**src/rtl/tetris_top.sv**
```systemverilog
// Tetris core: a 4x8 locked board plus one falling 2x2-box piece, with moves,
// gravity, locking, row clearing and game over. board_out is the composite image.
module tetris_top #(
  parameter int DROP_PERIOD = 2
) (
  input  logic        in_clk,
  input  logic        in_restart_n,
  input  logic [1:0]  in_move,
  output logic [31:0] board_out
);

  typedef enum logic [1:0] {SPAWN, FALL, CLEAR, OVER} state_e;

  localparam int CW = (DROP_PERIOD > 1) ? $clog2(DROP_PERIOD) : 1;

  state_e          state_q, state_d;
  logic [31:0]     board_q, board_d;
  logic [1:0]      idx_q, idx_d;
  logic [3:0]      mask_q, mask_d;
  logic [1:0]      x_q, x_d;
  logic [2:0]      y_q, y_d;
  logic [CW-1:0]   cnt_q, cnt_d;

  logic [3:0]      candMask, mvMask, newMask;
  logic [2:0]      candX, mvX;
  logic [3:0]      curY, dropY;

  // Coordinates are one bit wider than the registers so that off-board
  // candidates (x-1 from 0, x+1 from 2, y+1 from 6) are caught by the bound test.
  function automatic logic [31:0] cellsOf(input logic [3:0] m, input logic [2:0] cx,
                                          input logic [3:0] cy);
    logic [5:0] p;
    p = {cy, 2'b00} + {3'b000, cx};
    return ({31'b0, m[3]} << p) | ({31'b0, m[2]} << (p + 6'd1)) |
           ({31'b0, m[1]} << (p + 6'd4)) | ({31'b0, m[0]} << (p + 6'd5));
  endfunction

  function automatic logic fits(input logic [31:0] b, input logic [3:0] m,
                                input logic [2:0] cx, input logic [3:0] cy);
    return (cx <= 3'd2) && (cy <= 4'd6) && ((cellsOf(m, cx, cy) & b) == 32'b0);
  endfunction

  function automatic logic [3:0] spawnMask(input logic [1:0] idx);
    case (idx)
      2'd0:    return 4'b1111;
      2'd1:    return 4'b1100;
      2'd2:    return 4'b1110;
      default: return 4'b1000;
    endcase
  endfunction

  function automatic logic [3:0] rotateCw(input logic [3:0] m);
    return {m[1], m[3], m[0], m[2]};
  endfunction

  // Walk rows top to bottom; each surviving row is pushed in at the bottom,
  // so kept rows stay in order and zeros remain above them.
  function automatic logic [31:0] clearRows(input logic [31:0] b);
    logic [31:0] rest, kept;
    rest = b;
    kept = 32'b0;
    for (int r = 0; r < 8; r++) begin
      if (rest[3:0] != 4'hF) kept = {rest[3:0], kept[31:4]};
      rest = rest >> 4;
    end
    return kept;
  endfunction

  always_ff @(posedge in_clk) begin
    if (!in_restart_n) begin
      state_q <= SPAWN;
      board_q <= 32'b0;
      idx_q   <= 2'd0;
      mask_q  <= 4'b0;
      x_q     <= 2'd1;
      y_q     <= 3'd0;
      cnt_q   <= '0;
    end else begin
      state_q <= state_d;
      board_q <= board_d;
      idx_q   <= idx_d;
      mask_q  <= mask_d;
      x_q     <= x_d;
      y_q     <= y_d;
      cnt_q   <= cnt_d;
    end
  end

  always_comb begin
    state_d  = state_q;
    board_d  = board_q;
    idx_d    = idx_q;
    mask_d   = mask_q;
    x_d      = x_q;
    y_d      = y_q;
    cnt_d    = cnt_q;
    curY     = {1'b0, y_q};
    dropY    = curY + 4'd1;
    candMask = mask_q;
    candX    = {1'b0, x_q};
    mvMask   = mask_q;
    mvX      = {1'b0, x_q};
    newMask  = spawnMask(idx_q);

    case (state_q)
      SPAWN: begin
        mask_d  = newMask;
        x_d     = 2'd1;
        y_d     = 3'd0;
        cnt_d   = '0;
        state_d = fits(board_q, newMask, 3'd1, 4'd0) ? FALL : OVER;
      end
      FALL: begin
        case (in_move)
          2'b01:   candX    = {1'b0, x_q} - 3'd1;
          2'b10:   candX    = {1'b0, x_q} + 3'd1;
          2'b11:   candMask = rotateCw(mask_q);
          default: ;
        endcase
        if (fits(board_q, candMask, candX, curY)) begin
          mvMask = candMask;
          mvX    = candX;
        end
        mask_d = mvMask;
        x_d    = mvX[1:0];
        // Gravity acts on the post-move piece within the same edge.
        if (cnt_q == CW'(DROP_PERIOD - 1)) begin
          cnt_d = '0;
          if (fits(board_q, mvMask, mvX, dropY)) begin
            y_d = dropY[2:0];
          end else begin
            board_d = board_q | cellsOf(mvMask, mvX, curY);
            idx_d   = idx_q + 2'd1;
            state_d = CLEAR;
          end
        end else begin
          cnt_d = cnt_q + CW'(1);
        end
      end
      CLEAR: begin
        board_d = clearRows(board_q);
        state_d = SPAWN;
      end
      default: ;
    endcase
  end

  assign board_out = board_q |
                     ((state_q == FALL) ? cellsOf(mask_q, {1'b0, x_q}, {1'b0, y_q}) : 32'b0);

endmodule

```
**config.mk**
```make
export PLATFORM = sky130hd
export DESIGN_NAME = tetris_top
export DESIGN_NICKNAME = d
export VERILOG_FILES = /design/src/rtl/tetris_top.sv
export SDC_FILE = /design/constraint.sdc
export NUM_CORES = 1
export LEC_CHECK = 0
export ABC_AREA = 1
export CAP_MARGIN = 20
export CORE_MARGIN = 4
export CORE_UTILIZATION = 35
export CTS_BUF_LIST = sky130_fd_sc_hd__clkbuf_4
export CTS_CLUSTER_DIAMETER = 200
export DETAILED_ROUTE_END_ITERATION = 8
export HOLD_SLACK_MARGIN = 0.08
export PLACE_DENSITY = 0.62
export SYNTH_ARGS = -nofsm -noshare
export SYNTH_HDL_FRONTEND = slang
export SYNTH_SLANG_ARGS = --single-unit
```
**constraint.sdc**
```tcl
create_clock -name in_clk -period 8.3 [get_ports in_clk]
set_input_delay 1.66 -clock in_clk [delete_from_list [all_inputs] [get_ports in_clk]]
set_output_delay 1.66 -clock in_clk [all_outputs]
set_load 0.005 [all_outputs]
```
Word level (Yosys, flattened, before mapping)
Cells that the tools add are included.
{"block": "totals", "ff_bits": 46, "latch_bits": 0, "ram_bits": 0, "mem_bits_ro": 0, "input_bits": 4, "elab_cells": 138, "mem_count": 0}
{"block": "op_classes", "addsub": 21, "mul": 0, "div": 0, "n_lt_le_gt_ge": 4, "eq_ne": 19, "shifts": 16, "mux": 32, "n_bitwise": 21, "n_reduce_logical": 17}
{"op": "left shift 1 x 6 -> 32 bit", "n": 16}
{"op": "bitwise OR 32 bit", "n": 14}
{"op": "2-to-1 mux 32 bit", "n": 11}
{"op": "logical NOT 32 bit", "n": 3}
{"op": "AND 32 bit", "n": 2}
{"op": "one-hot mux 32 bit (2 select lines)", "n": 1}
{"op": "adder 6 x 3 -> 6 bit (second input constant)", "n": 8}
{"op": "AND 7 x 32 -> 32 bit", "n": 1}
{"op": "!= test 4 bit (second input constant)", "n": 8}
{"op": "adder 6 x 1 -> 6 bit (second input constant)", "n": 4}
{"op": "2-to-1 mux 4 bit", "n": 4}
{"op": "2-to-1 mux 3 bit", "n": 5}
{"op": "adder 5 x 3 -> 6 bit", "n": 2}
{"op": "one-hot mux 3 bit (2 select lines)", "n": 2}
{"op": "AND reduction 3 bit", "n": 4}
{"op": "one-hot mux 3 bit (3 select lines)", "n": 1}
{"op": "equality test 2 bit (second input constant)", "n": 4}
{"op": "!= test 2 bit (second input constant)", "n": 4}
{"op": "one-hot mux 4 bit (2 select lines)", "n": 1}
{"op": "bitwise OR 6 x 7 -> 7 bit", "n": 1}
{"op": "adder 5 x 2 -> 6 bit", "n": 1}
{"op": "adder 6 x 3 -> 6 bit", "n": 1}
{"op": "equality test 2 x 1 -> 1 bit (second input constant)", "n": 3}
{"op": "<= comparator 3 x 2 -> 1 bit (second input constant)", "n": 2}
{"op": "other kinds (20)", "n": 27}

Logic depth before layout (Yosys ltp)
{"block": "depth", "word_depth": 26, "mapped_depth": 51}

Worst setup path before layout
Ideal clock, no wire load.
{"block": "synth_path", "path_kind": "input to register", "startpoint": "in in_move[0]", "endpoint": "reg board_q[13]", "setup_ps": 115, "arrival_ps": 7385, "required_time_ps": 8185, "setup_slack_ps": 800, "cell_stages": 48, "n_path_buf": 7, "cell_sequence": "inv_1 > ha_1 > inv_1 > fa_1 > inv_1 > nor2_1 > nor3_1 > ha_1 > buf_2 > inv_2 > buf_1 > ha_1 > nand2_1 > nand2_1 > nand3_1 > nand2_2 > inv_2 > nand3_2 > (+12 left out) > a21oi_1 > xor2_1 > inv_1 > nor2_4 > buf_4 > nand2_1 > nand2_1 > nand2_1 > nand2_1 > nor2_1 > nand3_1 > nor2_4 > nand2_2 > nand2_4 > buf_6 > buf_6 > a21oi_1 > nor2_1"}
{"block": "synth_between", "elab_chain_cells": 25, "elab_cells_between_ends": 60}
{"element": "start, declared", "line": "8", "source": "input logic [1:0] in_move,"}
{"element": "equality test 2 bit or equality test 2 x 1 -> 1 bit (tied branches)", "line": "114", "source": "case (in_move)"}
{"element": "one-hot mux 3 bit (2 select lines)", "line": "114"}
{"element": "2-to-1 mux 3 bit", "line": "105", "source": "case (state_q)"}
{"element": "adder 5 x 3 -> 6 bit", "line": "33", "source": "p = {cy, 2'b00} + {3'b000, cx};"}
{"element": "adder 6 x 1 -> 6 bit", "line": "34", "source": "return ({31'b0, m[3]} << p) | ({31'b0, m[2]} << (p + 6'd1)) |"}
{"element": "left shift 1 x 6 -> 32 bit", "line": "34"}
{"element": "bitwise OR 32 bit (2 in series)", "line": "34"}
{"element": "bitwise OR 32 bit", "line": "35", "source": "({31'b0, m[1]} << (p + 6'd4)) | ({31'b0, m[0]} << (p + 6'd5));"}
{"element": "(+7 left out)"}
{"element": "left shift 1 x 6 -> 32 bit", "line": "34"}
{"element": "bitwise OR 32 bit (2 in series)", "line": "34"}
{"element": "bitwise OR 32 bit", "line": "35"}
{"element": "AND 32 bit", "line": "40", "source": "return (cx <= 3'd2) && (cy <= 4'd6) && ((cellsOf(m, cx, cy) & b) == 32'b0);"}
{"element": "logical NOT 32 bit", "line": "40"}
{"element": "logical AND 1 bit", "line": "40"}
{"element": "!= test 2 bit (no line)"}
{"element": "AND reduction 3 bit (no line)"}
{"element": "end signal, assigned", "line": "80", "source": "board_q <= board_d;"}
{"element": "end, declared", "line": "17", "source": "logic [31:0] board_q, board_d;"}
Several ways; a longest one is shown, not always the timed one. The select of a mux whose other input is x is not followed.
A chain may end at the register's enable or synchronous reset.

Worst setup path in the final report
{"block": "layout_path", "startpoint": "in in_move[1]", "endpoint": "reg board_q[22]"}
The elaborated chain is that of the path after synthesis.

==> run_results.csv <==
group,metric,value,unit
route,avgViaCountPerCell,6.03,
sta,finalHoldViolCount,0,
worst_setup_path,worst_ep_required_time,8.57,ns
final_layout,drive_above_1_share,0.0766,
worst_setup_path,crit_type,"in2reg",
final_layout,area_delta_synth_final,10.1,%
synthesis,ys_seq_area_frac,0.0854,
worst_setup_path,r2r-start,"x_q[0]$_SDFFE_PN1P_",
clocking,clock-sinks,46,
hold_path,holdCritStartpoint,"cnt_q$_SDFFE_PN0P_",
die,core_area,30000,sq um
synthesis,async_flop_share,0,
sta,fmax,129,MHz
synthesis,synth_cells,2157,
worst_setup_path,reg2reg_depth,41,
final_layout,num_antenna_cells,0,
route,drtIter0Drc,2442,
die,die_x,184,um
final_layout,multi_input_area,8690,sq um
sta,setup_violations,0,
worst_setup_path,crit_top_cell,"nand2_1",
final_layout,stdcell_area,11900,sq um
worst_setup_path,r2r_end,"board_q[22]$_SDFFE_PN0P_",
place,dp_hpwl,43400,um
synthesis,synth_ff_type,"dfxtp_1",
worst_setup_path,cp-start-kind,"input port",
synthesis,ys_ff_latch,46,
sta,maxSlewViolCount,0,
place,dpl_cell_area,11700,sq um
route,wl_per_cell,22.1,um
run_status,status,"complete, no violations",
worst_setup_path,r2r_slack,1.93,ns
clocking,cts_tree,"done",
worst_setup_path,max_stage_delay,0.50,ns
die,start_util,0.359,
worst_setup_path,endpoint_kind,"register",
die,die_area,33700,sq um
pwr,p_per_area,288,nW/um^2
global_route,grt_use_total,0.322,
hold_path,min_to,"cnt_q$_SDFFE_PN0P_",
route,wirelength,56700,um
die,rows,63,
clocking,clkTransAtPathRegs,0.14,ns
synthesis,yosysWarnings,0,
die,io_pins,36,
worst_setup_path,crit_arrival,8.02,ns
clocking,clk_latency,0.37,ns
sta,finalCritPeriodShare,0.934,
global_route,grt_pass1_vias,13984,
place,gp_congestion,1.07,
sta,worst_pin_slew,1.20,ns
final_layout,fillers,3437,
pwr,vdd_ir_drop_max,178,uV
route,drtAntennaViolNets,0,
sta,period_needed,7.75,ns
clocking,cts_buffer_depth,2,
final_layout,nets,2211,
hold_path,hp-class,"reg2reg",
clocking,root_buffer,"clkbuf_4",
synthesis,synth-edff-count,0,
die,die_h,184,um
global_route,grt_start_max_net_pins,40,
route,vias,15493,
global_route,grt_remaining_overflow,0,
global_route,grt_pass1_wl,85100,um
hold_path,whs_path_depth,2,
clocking,htreeDepth,2,
sta,slew_headroom,0.198,
job,maxCapViolations,0,
global_route,antenna_found_initial,0,
pwr,power,3420,uW
worst_setup_path,cp_max_fo,16,
synthesis,synth_area,10800,sq um
clocking,numCtsBuffers,5,
route,firstDrtPassIters,6,
final_layout,seqCellArea,921,sq um
synthesis,synth_cell_types,51,
sta,fin_skew,0.0130,ns
place,io_buffer_count,35,
worst_setup_path,crit_slowest_cell,"clkdlybuf4s50_1",
route,drc_errors,0,
synthesis,avgSynthCellArea,5.00,sq um
pwr,leakagePower,0.00532,uW
-- where the power goes --
group          internal, uW  leakage [uW]  switching (uW)
combinational           827       0.00492            1970
clock                  31.7     0.0000286            77.4
sequential              299      0.000377             215
-- cell type report --
class                   instances  area share
clock buffers                   5     0.00316
clock inverters                 3     0.00137
inverters                     182      0.0578
multi-input cells            1823       0.732
flip-flops and latches         46      0.0776
well taps                     390      0.0411
repair buffers                121      0.0869
-- state kept, by name, summed over array words and instances, names as in the netlist --
| name | count |
|---|---|
| board_q | 32 |
| cnt_q | 1 |
| idx_q | 2 |
| mask_q | 4 |
| state_q | 2 |
| x_q | 2 |
| y_q | 3 |
-- cells in the mapped netlist (6+ instances only) --
| cell | instances | area share |
|---|---|---|
| xor2_1 | 7 | 0.0057 |
| nand3_1 | 182 | 0.084 |
| o2111ai_1 | 13 | 0.011 |
| nor2_1 | 482 | 0.17 |
| o211ai_1 | 6 | 0.0042 |
| buf_2 | 10 | 0.0046 |
| buf_6 | 8 | 0.0084 |
| a21oi_1 | 60 | 0.028 |
| nor3_1 | 58 | 0.027 |
| buf_4 | 11 | 0.0077 |
| mux2i_1 | 13 | 0.012 |
| nor4_1 | 13 | 0.0075 |
| dfxtp_1 | 46 | 0.085 |
| a221oi_1 | 14 | 0.011 |
| a31oi_1 | 13 | 0.0075 |
| o22ai_1 | 25 | 0.015 |
| o21ai_0 | 117 | 0.054 |
| buf_1 | 12 | 0.0042 |
| clkinv_1 | 10 | 0.0035 |
| nand4_1 | 39 | 0.023 |
| a22oi_1 | 7 | 0.0049 |
| nand2_2 | 13 | 0.0075 |
| nand2_1 | 635 | 0.22 |
| clkbuf_1 | 66 | 0.023 |
| or2_2 | 6 | 0.0035 |
| inv_2 | 12 | 0.0042 |
| o221ai_1 | 23 | 0.019 |
| ha_1 | 27 | 0.031 |
| o21ai_1 | 9 | 0.0042 |
| nor2_4 | 9 | 0.0094 |
| nand3_2 | 14 | 0.013 |
| inv_1 | 159 | 0.055 |
-- worst max-delay path by stage --
stage	start	end	slack [ns]	cells after the start
after global routing	in_move[0]	board_q[22]$_SDFFE_PN0P_	-0.02	50
final	in_move[1]	board_q[22]$_SDFFE_PN0P_	0.55	49
after CTS	in_move[1]	board_q[8]$_SDFFE_PN0P_	0.46	46
after detailed placement	in_move[1]	state_q[0]$_SDFFE_PN0P_	0.10	47
after global placement	in_move[1]	state_q[1]$_SDFFE_PN0P_	0.26	46
after floorplan	in_move[0]	board_q[13]$_SDFFE_PN0P_	0.80	48
-- metrics by stage --
stage | utilization | cells | setup WS, ns | setup TNS (ns) | hold WS [ns]
after floorplan | - | 2158 | 0.800 | 0 | 0.453
after global placement | 0.391 | 2555 | 0.260 | 0 | 0.470
after detailed placement | 0.391 | 2555 | 0.102 | 0 | 0.473
after CTS | 0.393 | 2563 | 0.465 | 0 | 0.492
after global routing | 0.395 | 2570 | -0.0185 | -0.0322 | 0.532
final | 0.395 | 2570 | 0.549 | 0 | 0.492
-- critical path: cells and delay by family --
kind            cells  cell delay (ns)
compound gates      1             0.23
xor+xnor            1             0.10
buf+inv            11             1.69
simple gates       31             3.06
fa+ha+maj           5             1.25
-- cell families after synthesis --
group,after synthesis,synth area share
AOI/OAI and AO/OA,302,0.169
other,1,0.000348
adders and majority gates,28,0.0332
DFF,46,0.0854
muxes,13,0.0121
and+or+nand+nor,1468,0.579
xor gates and xnor gates,10,0.00952
buffers and inverters,289,0.111
-- metal layers --
layer  vias up  GRT usage  share of wire
met5         -          0              0
met4         0      0.152          0.061
met3       221     0.0613           0.13
met2      1179      0.497           0.42
met1      6938      0.433           0.39
li1       7155          -              -
-- cell usage in the layout (no fill, tap or decap), types with 5 or more instances in the layout --
cell type / instances
xor2_1: 7
nand3_2: 13
nand2_1: 635
clkinv_1: 10
inv_2: 13
inv_1: 159
mux2i_1: 13
nor4_1: 13
nand3_1: 182
nor3_1: 56
clkdlybuf4s50_1: 35
o221ai_1: 23
nand2_4: 5
o211ai_1: 6
buf_4: 82
nand4_1: 39
or2_2: 6
clkbuf_4: 5
nor2_1: 481
a22oi_1: 7
ha_1: 27
a31oi_1: 13
nand2_2: 13
o21ai_0: 117
o2111ai_1: 13
dfxtp_1: 46
a221oi_1: 14
o31ai_1: 5
a21oi_1: 60
o21ai_1: 9
o22ai_1: 25
nor2_4: 9
nor2_2: 5
-- repair_timing --
action,4_1_cts,5_1_grt
gates resized for setup,0,5
hold buffers,0,0
setup endpoints to repair,0,38
buffers inserted,0,6
Power figures use the tool's default switching activity.
